**src/rtl/led_pattern_gen.sv**
```systemverilog
// led_pattern_gen: prescaled step timer driving rotate, ping-pong, bar-fill and blink LED patterns.
module led_pattern_gen #(
  parameter int LED_N      = 4,
  parameter int CNT_W      = 26,
  parameter int TICK_MAX   = 24_999_999,
  parameter int ACTIVE_LOW = 1
) (
  input  logic             clk,
  input  logic             rst,
  input  logic             en,
  input  logic [1:0]       mode,
  input  logic [3:0]       step_div,
  output logic [LED_N-1:0] led,
  output logic             step_pulse,
  output logic             dir
);
  localparam int PW = $clog2(LED_N + 1);
  localparam logic [PW-1:0] TOP  = PW'(LED_N - 1);
  localparam logic [PW-1:0] FULL = PW'(LED_N);
  logic [CNT_W-1:0] cnt;
  logic [3:0]       div;
  logic [PW-1:0]    pos, pos_n, up, dn;
  logic [1:0]       mode_q;
  logic             tick, step, mchg, dir_n;
  // Physical LED drive for a pattern position; bar-fill needs one extra bit so pos==N lights all
  function automatic logic [LED_N-1:0] pat(input logic [1:0] m, input logic [PW-1:0] p);
    logic [LED_N:0]   one;
    logic [LED_N-1:0] r;
    one = (LED_N + 1)'(1) << p;
    r = m == 2'd3 ? {LED_N{~p[0]}} : m == 2'd2 ? LED_N'(one - 1'b1) : one[LED_N-1:0];
    return ACTIVE_LOW != 0 ? ~r : r;
  endfunction
  assign tick = en && cnt == CNT_W'(TICK_MAX);
  assign step = tick && div >= step_div;
  assign mchg = en && mode != mode_q;
  assign up   = pos + 1'b1;
  assign dn   = pos - 1'b1;
  always_comb begin
    pos_n = mode_q == 2'd3 ? pos ^ PW'(1) :
            mode_q == 2'd2 ? (pos == FULL ? '0 : up) :
            mode_q == 2'd1 ? (dir ? dn : up) :
            (pos == TOP ? '0 : up);
    dir_n = mode_q == 2'd1 ? (dir ? dn != '0 : up == TOP) : dir;
  end
  always_ff @(posedge clk) begin
    if (rst) begin
      cnt        <= '0;
      div        <= '0;
      pos        <= '0;
      dir        <= 1'b0;
      mode_q     <= mode;
      led        <= pat(mode, '0);
      step_pulse <= 1'b0;
    end else begin
      step_pulse <= 1'b0;
      if (mchg) begin
        mode_q <= mode;
        pos    <= '0;
        dir    <= 1'b0;
        cnt    <= '0;
        div    <= '0;
        led    <= pat(mode, '0);
      end else if (en) begin
        cnt <= tick ? '0 : cnt + 1'b1;
        if (tick) div <= step ? '0 : div + 1'b1;
        if (step) begin
          pos        <= pos_n;
          dir        <= dir_n;
          led        <= pat(mode_q, pos_n);
          step_pulse <= 1'b1;
        end
      end
    end
  end
endmodule
```
**config.mk**
```make
export PLATFORM = sky130hd
export DESIGN_NAME = led_pattern_gen
export DESIGN_NICKNAME = d
export VERILOG_FILES = /design/src/rtl/led_pattern_gen.sv
export SDC_FILE = /design/constraint.sdc
export NUM_CORES = 1
export LEC_CHECK = 0
export BUFFER_PORTS_ARGS = -buffer_cell sky130_fd_sc_hd__buf_2
export CORE_ASPECT_RATIO = 1.25
export CORE_UTILIZATION = 64
export DETAILED_ROUTE_END_ITERATION = 16
export PLACE_DENSITY = 0.86
export SETUP_SLACK_MARGIN = 0.05
export SLEW_MARGIN = 10
export SYNTH_ARGS = -nofsm -noshare
export SYNTH_HDL_FRONTEND = slang
export SYNTH_SLANG_ARGS = --single-unit
```
**constraint.sdc**
```tcl
create_clock -name clk -period 3.3 [get_ports clk]
set_input_delay 0.495 -clock clk [delete_from_list [all_inputs] [get_ports clk]]
set_output_delay 0.495 -clock clk [all_outputs]
set_load 0.05 [all_outputs]
```
==> metrics.cfg <==
[sta]
setup_ws_ns=0.9852
post-route-period-util_pct=70.14
fin_tns_setup_ns=0
min_period_ns=2.315
skew_ns=0.006728
slew_violations=0
finalHoldViolCount=0
setup_viol=0
rsz0062_at_grt=false
worstMarginPinSlew_ns=0.7943
max_slew_margin_pct=46.61
timing.fmax_mhz=432.0

[floorplan]
die_height_um=69.15
ios=15
dieArea_sq_um=3852
rows=24
initial_core_util_pct=66.85
fp.dieW_um=55.72
core_sq_um=3453

[synth]
synth_common_cells=dfxtp_1, nor2_1, nand2_1
postSynthAreaPerCell_sq_um=8.646
synth_edf_count=6
syn_area_sq_um=2308
synth_area_leaders=dfxtp_1, xor2_1, edfxtp_1, ha_1, nor2_1
ys_seq_area_share_pct=38.16
yosys.area.top_type=dfxtp_1
synth_cells=267
synth_fa_ha_area_share_pct=7.046
synth-seq-cells=41
yosysUniqueCellTypes=50
synth_async_sr_flop_share_pct=0
synth.area.mux_share_pct=1.409
netlist.area_leader.share_pct=30.35
synth_top_family_by_area=simple AND/OR/NAND/NOR gates
yosys_warnings=0
synth_compound_area_share_pct=11.82
synth-xor-area-share_pct=10.24
synthFlopType=dfxtp_1
syn-num-nets=289
synth-simple-area-share_pct=26.99

[placement]
io_buffer_count=14
pre_cts_ws_ns=1.013
gp_congestion=0.9970
hpwl_um=3377

[critical_path]
reg2reg_slack_ns=0.99
timing.rr.end=led[1]
end_kind=register
worstPathRequired_ns=3.43
critPathMaxFanout=9
start_kind=register
crit_type=reg -> reg
arrival_ns=2.44
r2r-start=pos[0]
reg2reg_depth=7

[drt]
wl_met2_um=2423
num_vias=1979
post_drt_via_cell_ratio=6.204
met3_length_um=164
wl_per_cell_um=14.69
drc=0
drtPass1Iterations=4
met1_length_um=1983
drt_wl_total_um=4686
first_iter_violations=91
dr.max_layer_used=met4
ant_nets=0

[clock_network]
clkTransAtPathRegs_ns=0.08
cts_repair_resize_count=0
cts.sinks=41
root_buffer=clkbuf_8
numCtsBuffers=5
cts_setup_buffers=0
cts_hold_buf=0
htree_levels=2
cts_buffer_depth=2
tritoncts=done
clkLatencyLatePin_ns=0.30

[power_and_ir_drop]
netSwitchingFraction_pct=26.30
intPower_mw=0.6882
p_leak_nw=0.8810
seqPwrFrac_pct=56.3
peakVddDrop_v=0.0003722
p_clk_share_pct=34.4
power.density_nw_per_um2=378.1
switchingPower_mw=0.2456
comb_power_share_pct=9.3

[min_path]
min_path_type=in -> reg
holdCritStartpoint=rst
min_to=cnt[1]
hold_path_depth=2

[final_layout]
area_delta_synth_final_pct=6.992
drive_above_1_share_pct=10.71
seq_area_sq_um=880.8
antenna_cells=0
fillers=266
multi_input_area_sq_um=1328
nets=301

[global_routing]
antenna_found_initial=0
grt_pass1_vias=1832
grt_pass1_wl_um=8017
gr-total-overflow=0
grt_usage_pct=26.37
grt_max_degree=26

[run]
drv_cap=0

[status]
status=finished, final reports clean

## how the worst max path moves through the flow
stage | depth (start not counted) | endpoint | start
after floorplan | 7 | led[3] | pos[0]
after global placement | 6 | led[0] | en
after detailed placement | 6 | led[1] | en
after CTS | 7 | led[1] | pos[0]
after global routing | 7 | led[2] | pos[0]
final | 7 | led[1] | pos[0]
## metal layers
metal / global-route usage (%) / vias up
met4: 14.72 / 0
met5: 0 / -
met3: 5.066 / 13
li1: - / 965
met2: 45.52 / 46
met1: 30.08 / 955
## through the flow
| step | power, mW | hold slack, ns | utilization [%] | std cells | area, sq um |
|---|---|---|---|---|---|
| CTS | 0.9381 | 0.4083 | 71.52 | 319 | 2470 |
| floorplan | 0.6031 | 0.4477 | - | 267 | 2308 |
| detailed placement | 0.6235 | 0.4772 | 69.02 | 311 | 2384 |
| global placement | 0.6228 | 0.4663 | 69.02 | 311 | 2384 |
| finish | 0.9339 | 0.4145 | 71.52 | 319 | 2470 |
| global route | 0.9671 | 0.4121 | 71.52 | 319 | 2470 |
## layout make-up
type                            count  area share [%]
Clock buffer                        5           2.786
Sequential cell                    41           35.66
Inverter                           13           1.976
Clock inverter                      3          0.7092
Multi-Input combinational cell    203           53.75
Tap cell                           39           1.976
Timing Repair Buffer               15           3.141
## sequential cells by signal, summed over array words and instances, names as in the netlist
register / count
led: 4
dir: 1
mode_q: 2
step_pulse: 1
cnt: 26
pos: 3
div: 4
## logic make-up (layout without fill, tap and decap cells)
family / Yosys count / count (layout)
buffers and inverters: 23 / 36
adders and majority gates: 13 / 13
and+or+nand+nor: 121 / 121
DFF: 41 / 41
muxes: 2 / 2
AOI/OAI and AO/OA: 40 / 40
xor gates and xnor gates: 27 / 27
## worst max-delay path, cell delays in order (launching register included)
cell and delay (ns):
dfxtp_1 0.40, ha_1 0.25, ha_1 0.33, nand2b_1 0.08
mux4_2 0.47, a21bo_2 0.24, o211ai_1 0.12, a211oi_1 0.26
## placed cells by master (no fill, tap or decap), types with 6 or more instances in the layout
cell and count:
o21ai_0 6, nand3_1 20, nor2_1 35, buf_2 14, ha_1 13, inv_1 13, xor2_1 21, nand4_1 10
nand2_1 23, dfxtp_1 35, edfxtp_1 6, xnor2_1 6, a21oi_1 9
## power groups by stage
| stage | Clock [mW] | Combinational, mW | Sequential (mW) |
|---|---|---|---|
| 2_1_floorplan | 0 | 0.0514 | 0.552 |
| 3_3_place_gp | 0 | 0.0850 | 0.538 |
| 3_5_place_dp | 0 | 0.0857 | 0.538 |
| 4_1_cts | 0.326 | 0.0863 | 0.526 |
| 5_1_grt | 0.345 | 0.0945 | 0.528 |
| 6_report | 0.321 | 0.0866 | 0.526 |
Power figures use the tool's default switching activity.
